$ cat config.mk
export PLATFORM = sky130hd
export DESIGN_NAME = pipe_ctrl
export DESIGN_NICKNAME = d
export VERILOG_FILES = /design/src/rtl/pipe_ctrl_pkg.sv /design/src/rtl/pipe_ctrl.sv
export SDC_FILE = /design/constraint.sdc
export NUM_CORES = 1
export LEC_CHECK = 0
export CAP_MARGIN = 10
export CORE_AREA = 5 5 77 72
export CTS_BUF_LIST = sky130_fd_sc_hd__clkbuf_4
export DETAILED_ROUTE_END_ITERATION = 6
export DIE_AREA = 0 0 82 77
export PLACE_DENSITY_LB_ADDON = 0.3
export SYNTH_ARGS = -nofsm -noshare
export SYNTH_HDL_FRONTEND = slang
export SYNTH_SLANG_ARGS = --single-unit
$ cat constraint.sdc
create_clock -name clk -period 3.7 [get_ports clk]
set_input_delay 0.555 -clock clk [delete_from_list [all_inputs] [get_ports clk]]
set_output_delay 0.555 -clock clk [all_outputs]
set_load 0.05 [all_outputs]
$ cat src/rtl/pipe_ctrl_pkg.sv
// Shared pipeline-control encodings: next-PC selects, FSM states and guard default.
// Imported by pipe_ctrl and by the IF/ID stage logic.
package pipe_ctrl_pkg;

  localparam int unsigned GUARD_CYCLES_DEF = 3;

  localparam logic [2:0] PCS_SEQ = 3'd0;
  localparam logic [2:0] PCS_BR  = 3'd1;
  localparam logic [2:0] PCS_JMP = 3'd2;
  localparam logic [2:0] PCS_JR  = 3'd3;
  localparam logic [2:0] PCS_IRQ = 3'd4;
  localparam logic [2:0] PCS_EXC = 3'd5;

  localparam logic [0:0] ST_RUN   = 1'b0;
  localparam logic [0:0] ST_GUARD = 1'b1;

  typedef struct packed {
    logic       pc_we;
    logic [2:0] pc_src;
    logic       if_id_we;
    logic       if_id_flush;
    logic       id_flush;
    logic       irq_ack;
  } ctrl_t;

endpackage

$ cat src/rtl/pipe_ctrl.sv
// Pipeline hazard/trap controller: zero-latency steering of PC and stage registers,
// with a guard window after each trap that masks further exceptions and IRQs.
module pipe_ctrl
  import pipe_ctrl_pkg::*;
#(
  parameter int unsigned GUARD_CYCLES = GUARD_CYCLES_DEF
) (
  input  logic        clk,
  input  logic        reset_b,
  input  logic        mem_busy,
  input  logic        branch_taken,
  input  logic        jflush,
  input  logic        jump_is_jr,
  input  logic        exception,
  input  logic        bubble,
  input  logic        irq,
  input  logic        id_pc31,
  input  logic [31:0] id_pc_plus4,
  output logic        pc_we,
  output logic [2:0]  pc_src,
  output logic        if_id_we,
  output logic        if_id_flush,
  output logic        id_flush,
  output logic        irq_ack,
  output logic [31:0] epc,
  output logic        in_guard
);

  logic [0:0]  state_q, state_d;
  logic [3:0]  cnt_q, cnt_d;
  logic        irq_pend_q, irq_pend_d;
  logic [31:0] epc_q, epc_d;
  ctrl_t       ctrl;
  logic        in_run;
  logic        irq_take;

  always_comb begin
    ctrl       = '0;
    state_d    = state_q;
    cnt_d      = cnt_q;
    epc_d      = epc_q;
    in_run     = (state_q == ST_RUN);
    irq_take   = 1'b0;

    // Guard countdown runs on every unfrozen cycle; traps cannot fire in GUARD.
    if (!mem_busy && state_q == ST_GUARD) begin
      if (cnt_q == 4'd0) state_d = ST_RUN;
      else               cnt_d   = cnt_q - 4'd1;
    end

    if (mem_busy) begin
      ctrl = '0;
    end else if (branch_taken) begin
      ctrl.pc_we       = 1'b1;
      ctrl.pc_src      = PCS_BR;
      ctrl.if_id_flush = 1'b1;
      ctrl.id_flush    = 1'b1;
    end else if (exception && in_run) begin
      ctrl.pc_we       = 1'b1;
      ctrl.pc_src      = PCS_EXC;
      ctrl.if_id_flush = 1'b1;
      ctrl.id_flush    = 1'b1;
      epc_d            = id_pc_plus4;
      state_d          = ST_GUARD;
      cnt_d            = 4'(GUARD_CYCLES - 1);
    end else if (irq_pend_q && !id_pc31 && !bubble && !jflush && in_run) begin
      // Return to the interrupted ID instruction itself, hence PC+4 minus 4.
      irq_take         = 1'b1;
      ctrl.pc_we       = 1'b1;
      ctrl.pc_src      = PCS_IRQ;
      ctrl.if_id_flush = 1'b1;
      ctrl.id_flush    = 1'b1;
      ctrl.irq_ack     = 1'b1;
      epc_d            = id_pc_plus4 - 32'd4;
      state_d          = ST_GUARD;
      cnt_d            = 4'(GUARD_CYCLES - 1);
    end else if (jflush) begin
      ctrl.pc_we       = 1'b1;
      ctrl.pc_src      = jump_is_jr ? PCS_JR : PCS_JMP;
      ctrl.if_id_flush = 1'b1;
    end else if (bubble) begin
      ctrl.id_flush    = 1'b1;
    end else begin
      ctrl.pc_we       = 1'b1;
      ctrl.pc_src      = PCS_SEQ;
      ctrl.if_id_we    = 1'b1;
    end

    // Taking the IRQ consumes the pending flag even if irq is still asserted.
    irq_pend_d = irq_take ? 1'b0 : (irq_pend_q | (irq & ~id_pc31));
  end

  always_ff @(posedge clk or negedge reset_b) begin
    if (!reset_b) begin
      state_q    <= ST_RUN;
      cnt_q      <= 4'd0;
      irq_pend_q <= 1'b0;
      epc_q      <= 32'd0;
    end else begin
      state_q    <= state_d;
      cnt_q      <= cnt_d;
      irq_pend_q <= irq_pend_d;
      epc_q      <= epc_d;
    end
  end

  assign pc_we       = reset_b & ctrl.pc_we;
  assign pc_src      = reset_b ? ctrl.pc_src : PCS_SEQ;
  assign if_id_we    = reset_b & ctrl.if_id_we;
  assign if_id_flush = reset_b & ctrl.if_id_flush;
  assign id_flush    = reset_b & ctrl.id_flush;
  assign irq_ack     = reset_b & ctrl.irq_ack;
  assign epc         = epc_q;
  assign in_guard    = (state_q == ST_GUARD);

endmodule

==> results of run 1 <==
## final cells by class
class	instances	area (um2)	area share
Multi-Input combinational cell	194	1170	0.375
Sequential cell	38	951	0.305
Timing Repair Buffer	84	823	0.264
Tap cell	65	81.3	0.0261
Clock inverter	3	40.0	0.0128
Clock buffer	5	37.5	0.0120
Inverter	4	15.0	0.00481
## cell families (layout without fill, tap and decap cells)
logic type	after synthesis	in the layout
compound gates	45	45
xor+xnor	28	28
fa+ha+maj	2	2
buf+inv	14	96
flops	38	38
simple gates	119	119
## routing by layer
metal | share of wire | routed length (um)
met2 | 0.50 | 2600
met4 | 0.0035 | 18
met5 | 0 | 0
met3 | 0.064 | 335
met1 | 0.43 | 2260
## synth_stat cells
library cell,count,area [um2]
sky130_fd_sc_hd__nand2_1,48,180
sky130_fd_sc_hd__dfrtp_1,38,951
sky130_fd_sc_hd__nor2_1,18,67.6
sky130_fd_sc_hd__xnor2_1,18,158
sky130_fd_sc_hd__o21ai_0,17,85.1
sky130_fd_sc_hd__o21ai_1,14,70.1
sky130_fd_sc_hd__xor2_1,10,87.6
sky130_fd_sc_hd__clkbuf_1,9,33.8
sky130_fd_sc_hd__or3_1,9,56.3
sky130_fd_sc_hd__a21oi_1,8,40.0
sky130_fd_sc_hd__nor3_1,8,40.0
sky130_fd_sc_hd__nor3_2,6,60.1
sky130_fd_sc_hd__inv_1,4,15.0
sky130_fd_sc_hd__nand2b_1,4,25.0
sky130_fd_sc_hd__nand3_1,4,20.0
sky130_fd_sc_hd__nor2b_1,4,25.0
sky130_fd_sc_hd__nor4_1,3,18.8
sky130_fd_sc_hd__and3_1,2,12.5
sky130_fd_sc_hd__ha_1,2,25.0
sky130_fd_sc_hd__nand3b_1,2,15.0
sky130_fd_sc_hd__nor4_4,2,42.5
sky130_fd_sc_hd__o21bai_1,2,15.0
sky130_fd_sc_hd__and2_1,1,6.26
sky130_fd_sc_hd__and2b_1,1,7.51
sky130_fd_sc_hd__buf_4,1,7.51
sky130_fd_sc_hd__nand3_2,1,10.0
sky130_fd_sc_hd__nor3_4,1,16.3
sky130_fd_sc_hd__nor3b_1,1,7.51
sky130_fd_sc_hd__nor4b_1,1,8.76
sky130_fd_sc_hd__nor4b_2,1,15.0
sky130_fd_sc_hd__o21a_1,1,7.51
sky130_fd_sc_hd__o21ai_2,1,8.76
sky130_fd_sc_hd__o22a_1,1,8.76
sky130_fd_sc_hd__o41a_1,1,11.3
sky130_fd_sc_hd__or4_1,1,7.51
sky130_fd_sc_hd__or4_4,1,11.3
## report_power, final
part | total, uW | internal (uW) | switching, uW | leakage (uW)
registers | 726 | 606 | 120 | 0.000469
logic | 1360 | 454 | 909 | 0.000724
clock network | 275 | 140 | 135 | 0.0000450
total | 2360 | 1200 | 1160 | 0.00124
## stage by stage
stage | setup WS (ns) | hold WS, ns | util | area (um2) | total power (uW)
2_1_floorplan | 0.381 | 0.259 | - | 2180 | 1600
3_3_place_gp | 0.687 | 0.457 | 0.649 | 3040 | 2080
3_5_place_dp | 0.532 | 0.464 | 0.649 | 3040 | 2110
4_1_cts | 0.529 | 0.256 | 0.666 | 3120 | 2390
5_1_grt | 0.470 | 0.272 | 0.666 | 3120 | 2500
6_report | 0.528 | 0.252 | 0.666 | 3120 | 2360
## path summary, 6_finish.rpt
check                      endpoint  depth (start not counted)  slack (ns)     start
setup / recovery           if_id_we                          5        0.53  mem_busy
setup reg to reg            epc[24]                          7        1.45  in_guard
max in group asynchronous   epc[22]                          2        3.10   reset_b
min in group clk            epc[23]                          2        0.49   epc[23]
hold reg to reg             epc[23]                          2        0.49   epc[23]
hold / removal             in_guard                          2        0.25   reset_b
## sequential cells by signal, summed over array words and instances, names as in the netlist
signal,cells
in_guard,1
cnt_q,4
epc,32
irq_pend_q,1
==> impl.org, run 1 <==
** Finish
- Leaving out fill and tap cells, the most frequent cells in the layout are 78 x sky130_fd_sc_hd__clkdlybuf4s50_1, 48 x sky130_fd_sc_hd__nand2_1, 38 x sky130_fd_sc_hd__dfrtp_1.
- Number of standard cells in the final layout excluding fillers :: 393
- Final #Nets :: 371
- The library cell used most frequently in the layout, excluding fill and tap cells, is sky130_fd_sc_hd__clkdlybuf4s50_1.
- Fraction of layout cells with a size suffix above 1 :: 0.0854
- Antenna Diode Count :: 0
- Area growth, synth to finish :: 43.3%
- Counting the fill cells in the layout gives 399.

** Timing
- Summed negative setup slack over all endpoints :: 0 ns
- Headroom to the max-slew limit came out at 0.351.
- Fmax :: 315 MHz
- Setup repair after global routing left no endpoint under its margin.
- Clock tree skew after final layout :: 0.0127 ns
- Final setup violation count :: 0
- Transition time at the pin with the least slew margin :: 0.974 ns
- Final hold violations :: 0
- The worst path in the final design needs a cycle of 3.17 ns, including I/O delays and setup.
- In the finished design, the share of the clock period the worst path needs comes to 0.857.
- The total count of max-transition violations in the final report is 0.

** GRT
- The number of global-route vias before repair was 1901.
- For this run the aggregate overflow at the end of global routing stands at 0.
- Wire length of the first global-routing pass :: 8740 um
- The number of antenna violations at the first check in global routing is 0.
- For met1 alone, demand over resource in global routing was 0.218.
- Met3 demand-to-capacity share in global routing :: 0.0714
- Maximum number of pins on one net before global-route repair :: 65
- Met2 Track Usage GR :: 0.286
- Total Routing Usage GR :: 0.176
- The global routing stage identified its most utilized layer as met2.

** Placed design
- Number of input and output port buffers inserted :: 82
- RePlAce Congestion :: 0.770
- Including well taps, the total number of placed cells is 385.
- HPWL after detailed placement :: 4040 um

** Clock tree
- Total of hold buffers inserted after clock tree synthesis :: 0
- For this design, the sink count on the clock tree is 38.
- CTS tree :: yes
- Clock Pin Slew Worst Setup and Hold Paths :: 0.12 ns
- Number of buffers between clock root and the deepest sink :: 2
- Maximum level of the CTS H-tree :: 2
- The number of gates resized after CTS was 0.
- Post-CTS timing repair inserted 0 buffers for setup.
- Insertion delay to the later sink of the worst-skew pair :: 0.35 ns
- Num CTS Buffers :: 5
- The tree is rooted in a sky130_fd_sc_hd__clkbuf_4.

** Floorplan
- After floorplanning, the core was sized to cover 4680 um2.
- The die is 77 um tall.
- In this run the core area contains 24 standard-cell rows.
- In this run the horizontal extent of the chip is 82 um.
- Starting utilization of the core area :: 0.465
- Ports placed on the boundary :: 83
- The die covers 6310 um2.

** Synth
- Simple-Gate Fraction of Synth Area :: 0.300
- After synthesis the cells add up to 2180 um2.
- Of the total synthesized cell area, the portion taken by full adders, half adders and majority gates is 0.0115.
- Synth unique cells :: 36
- Net count of the mapped netlist :: 290
- By area, the combinational part of the netlist is dominated by simple AND/OR/NAND/NOR gates.
- The synthesized-area fraction occupied by ao, oa, aoi and oai cells is 0.113.
- The Yosys step of the flow raised 0 warnings.
- Average cell area after synthesis :: 8.85 um2
- Synthesis produced 246 cells.
- For this run, the register share of the synthesized area comes to 0.437.
- Measured against the total synthesized area, the mux share comes to 0.
- Post-synthesis sequential element count :: 38
- Of the total synthesized cell area, the portion taken by XOR and XNOR cells is 0.113.

** Detailed routing
- The first detailed-routing pass ran for 4 iterations.
- Number of design-rule violations left by the first detailed-router iteration :: 91
- Overall routed net length :: 5220 um
- The detailed router placed 1907 vias in this run.
- Vias per cell :: 4.85
- Post-route DRC :: 0
- Antenna Nets Post-Route :: 0
- Wire per inst :: 13.3 um

** Critical path
- Counting both buffers and inverters, the worst setup path holds a total of 2.
- In this run the worst path has a maximum fanout of 8.
- The largest individual stage delay along the critical path comes from the cell sky130_fd_sc_hd__clkdlybuf4s50_1.
- At the worst endpoint, the required time is 3.14 ns.
- Cell chain of the critical path :: clkdlybuf4s50_1 > nand2b_1 > nor4_1 > and2_1 > clkdlybuf4s50_1
- At the worst endpoint, the arrival time is 2.62 ns.
- The worst setup path is captured at a primary output.
- The worst setup path is of the input port to primary output kind.
- By instance count, the cell type seen most on the critical path is sky130_fd_sc_hd__clkdlybuf4s50_1.
- STA classifies the critical path startpoint as an input port.
- Delay of the slowest critical-path stage :: 0.80 ns
- Cell family with most CP delay :: buffers and inverters

** Flow run
- Number of maximum-capacitance violations :: 0

** Power and ir drop
- Max rail drop VDD :: 506 uV
- Power density relative to cell area :: 758 nW/um2
- Summed over all cells, the static leakage comes to 0.00124 uW.

** Outcome
- The run finished with clean final reports.

** Worst hold path
- Class of the tightest hold or removal check :: input port to asynchronous set/reset pin
Note: power is estimated with default switching activity, not from simulation.
==> inputs of run 2 (changes only) <==
--- a/config.mk
+++ b/config.mk
@@ -8,6 +8,7 @@
 export CAP_MARGIN = 10
 export CORE_AREA = 5 5 77 72
 export CTS_BUF_LIST = sky130_fd_sc_hd__clkbuf_4
+export CTS_CLUSTER_DIAMETER = 50
 export DETAILED_ROUTE_END_ITERATION = 6
 export DIE_AREA = 0 0 82 77
 export PLACE_DENSITY_LB_ADDON = 0.3
==> results of run 2 <==
No change in the layout: final DEF, timing and power equal those of run 1.
==> inputs of run 3 (changes only) <==
--- a/config.mk
+++ b/config.mk
@@ -6,12 +6,13 @@
 export NUM_CORES = 1
 export LEC_CHECK = 0
 export CAP_MARGIN = 10
-export CORE_AREA = 5 5 77 72
+export CORE_AREA = 2 2 74 69
 export CTS_BUF_LIST = sky130_fd_sc_hd__clkbuf_4
 export CTS_CLUSTER_DIAMETER = 50
 export DETAILED_ROUTE_END_ITERATION = 6
-export DIE_AREA = 0 0 82 77
+export DIE_AREA = 0 0 76 71
 export PLACE_DENSITY_LB_ADDON = 0.3
+export REMOVE_ABC_BUFFERS = 1
 export SYNTH_ARGS = -nofsm -noshare
 export SYNTH_HDL_FRONTEND = slang
 export SYNTH_SLANG_ARGS = --single-unit
==> run 3 against run 2 <==
- hold slack improved by 0.042 ns
- wire length fell by 2.9%
- combinational power barely moved
- via count rose by 2.3%
- first-iteration DRC count fell by 37%
- die area fell by 15%
- final area fell by 0.48%
- largest cell class unchanged
- setup slack got worse by 0.019 ns
- global-route usage rose by 2.5 points
- highest routed layer unchanged
- maximum frequency fell by 0.58%
- power fell by 2.8%
==> impl.org, run 3 (same netlist as run 1, synthesis figures left out) <==
** Outcome
- The flow ran to the end, and the final reports show no timing, DRC or antenna violations.

** Timing
- Clock tree skew after final layout :: 0.00554 ns
- Setup repair after global routing left no endpoint under its margin.
- For the pin with the worst max-slew slack, the measured transition is 1.01 ns.
- Adding up every negative setup slack in the final design gives 0 ns.
- Worst max-slew margin expressed relative to the limit :: 0.329
- Setup slack on the critical path of the routed design comes to 0.509 ns.
- Based on the critical path, the design can be clocked at up to 313 MHz.
- Period utilisation layout :: 0.862
- The number of hold violations in the final report was 0.
- The worst path in the final design needs a cycle of 3.19 ns, including I/O delays and setup.
- The total count of max-transition violations in the final report is 0.
- Final setup violation count :: 0

** Clock tree
- The clock tree synthesis step divided the H-tree into 2 levels.
- Total of hold buffers inserted after clock tree synthesis :: 0
- For the worst-skew pair, the clock arrives at the later sink with an insertion delay of 0.33 ns.
- Clock Pin Slew Worst Setup and Hold Paths :: 0.10 ns
- Post-CTS Resized :: 0
- Counting every sink on the clock net gives 38.
- The root buffer cell chosen for the clock tree is sky130_fd_sc_hd__clkbuf_4.
- CTS tree :: yes
- In this run, CTS created clock tree buffers numbering 5.
- Once the clock tree was built, the setup fixing pass inserted 0 buffers.
- The clock passes through at most 2 buffers.

** Detailed routing
- Summing over every cut layer, the via total after detailed routing is 1951.
- After detailed routing, the average wire length per cell comes to 12.9 um.
- After detailed routing, the number of remaining DRC violations is 0.
- Number of detailed-routing iterations run before antenna repair :: 4
- Antenna Nets Post-Route :: 0
- Overall routed net length :: 5070 um
- In this run, the number of DRC markers left after iteration 0 of detailed routing was 57.
- Vias per cell :: 4.96

** Finish
- Excluding fillers, the count of instances in the completed layout stands at 393.
- The repair_antennas step left the layout with diodes totalling 0.
- Final design utilization :: 0.667
- With fillers left out, the area of the finished cells amounts to 3100 um2.
- Max reg flops :: 32
- Leaving out fill and tap cells, the most frequent cell in the layout is sky130_fd_sc_hd__clkdlybuf4s50_1.
- Fraction of layout cells with a size suffix above 1 :: 0.0823
- Relative to the synthesized area, the layout overhead comes to 42.6%.
- The top cell types in the final layout, fill and taps aside, are 79 x sky130_fd_sc_hd__clkdlybuf4s50_1, 48 x sky130_fd_sc_hd__nand2_1, 38 x sky130_fd_sc_hd__dfrtp_1.
- Filler Cell Count :: 424
- Final #Nets :: 372

** Power and ir drop
- In this run the power density over the cells is 740 nW/um2.
- Sw Pwr :: 1150 uW
- Of the total power, registers draw 0.314.
- Max rail drop VDD :: 497 uV
- Leakage dissipation :: 0.00123 uW
- Net switching share of the total power :: 0.501
- Logic pwr share :: 0.593
- Internal power comes to 1150 uW.
- The share of total power dissipated in the clock network is 0.093.

** Critical path
- STA classifies the critical path startpoint as an input port.
- In this run the worst path has a maximum fanout of 7.
- Arrival time at the worst endpoint :: 2.64 ns
- Category of the most critical setup path :: input port to primary output
- Required time at the worst-slack endpoint :: 3.14 ns
- The worst setup path is captured at a primary output.

** Flow run
- Number of maximum-capacitance violations :: 0

** Floorplan
- The initial utilization of the core area, before any placement, comes to 0.468.
- The floorplan step set the die height to 71 um.
- Ports placed on the boundary :: 83
- Row generation in the floorplan step produced 24 rows.
- Die footprint :: 5400 um2
- The floorplan step set the die width to 76 um.
- The floorplan step defined a core boundary enclosing 4650 um2.

** Placed design
- HPWL after detailed placement :: 3890 um
- At the end of routability-driven placement, the weighted congestion stood at 0.839.
- Setup slack after placement :: 0.521 ns
- The placed instances occupy a cell area of 3050 um2.
- Counting tap cells, the placed design contains a total of 386 instances.
- Port buffering added 82 buffers.

** GRT
- The number of global-route vias before repair is 1819.
- Total Routing Usage GR :: 0.200
- The number of antenna violations at the first check in global routing was 0.
- Maximum number of pins on one net before global-route repair :: 65
- The first global-routing pass estimated 8620 um of wire.
- Global routing finished with a remaining overflow of 0.

** Worst hold path
- Class of the tightest hold or removal check :: input port to asynchronous set/reset pin
## run 3: cell type report
cell class / count / area, um2 / area share
timing repair buffer: 85 / 833 / 0.268
tap: 65 / 81.3 / 0.0262
sequential: 38 / 951 / 0.306
multi-input combinational: 194 / 1170 / 0.377
clock buffer: 7 / 52.6 / 0.0169
inverter: 4 / 15.0 / 0.00484
## run 3: worst paths after layout
check / startpoint / to / slack, ns / depth (start not counted)
min in group clk: epc[7] / epc[7] / 0.49 / 2
setup reg to reg: irq_pend_q / epc[2] / 1.62 / 5
setup / recovery: branch_taken / irq_ack / 0.51 / 5
hold / removal: reset_b / epc[3] / 0.29 / 2
hold reg to reg: epc[7] / epc[7] / 0.49 / 2
max in group asynchronous: reset_b / cnt_q[2] / 3.07 / 2
## run 3: per-stage QoR
stage	power [uW]	hold slack [ns]
6_report	2300	0.294
5_1_grt	2440	0.312
4_1_cts	2320	0.299
3_5_place_dp	2100	0.470
3_3_place_gp	2080	0.459
2_1_floorplan	1590	0.259
## run 3: metal layers
layer,routed length [um],track usage,vias to the layer above,share of wire
met2,2480,0.340,52,0.49
li1,-,-,996,-
met4,34,0.0485,0,0.0067
met3,238,0.0548,2,0.047
met1,2320,0.258,901,0.46
met5,0,0,-,0
## run 3: critical path: stages
cell and delay, ns:
sky130_fd_sc_hd__clkdlybuf4s50_1 0.52, sky130_fd_sc_hd__nor3_1 0.39, sky130_fd_sc_hd__nand3b_1 0.19, sky130_fd_sc_hd__nor2_1 0.14
sky130_fd_sc_hd__clkdlybuf4s50_1 0.82
## run 3: power groups by stage
stage                     combinational (uW)  sequential [uW]  clock, uW
after global placement                  1350              721          0
after CTS                               1380              724        223
after floorplan                          263             1330          0
after detailed placement                1370              732          0
final                                   1360              721        214
after global routing                    1450              750        242
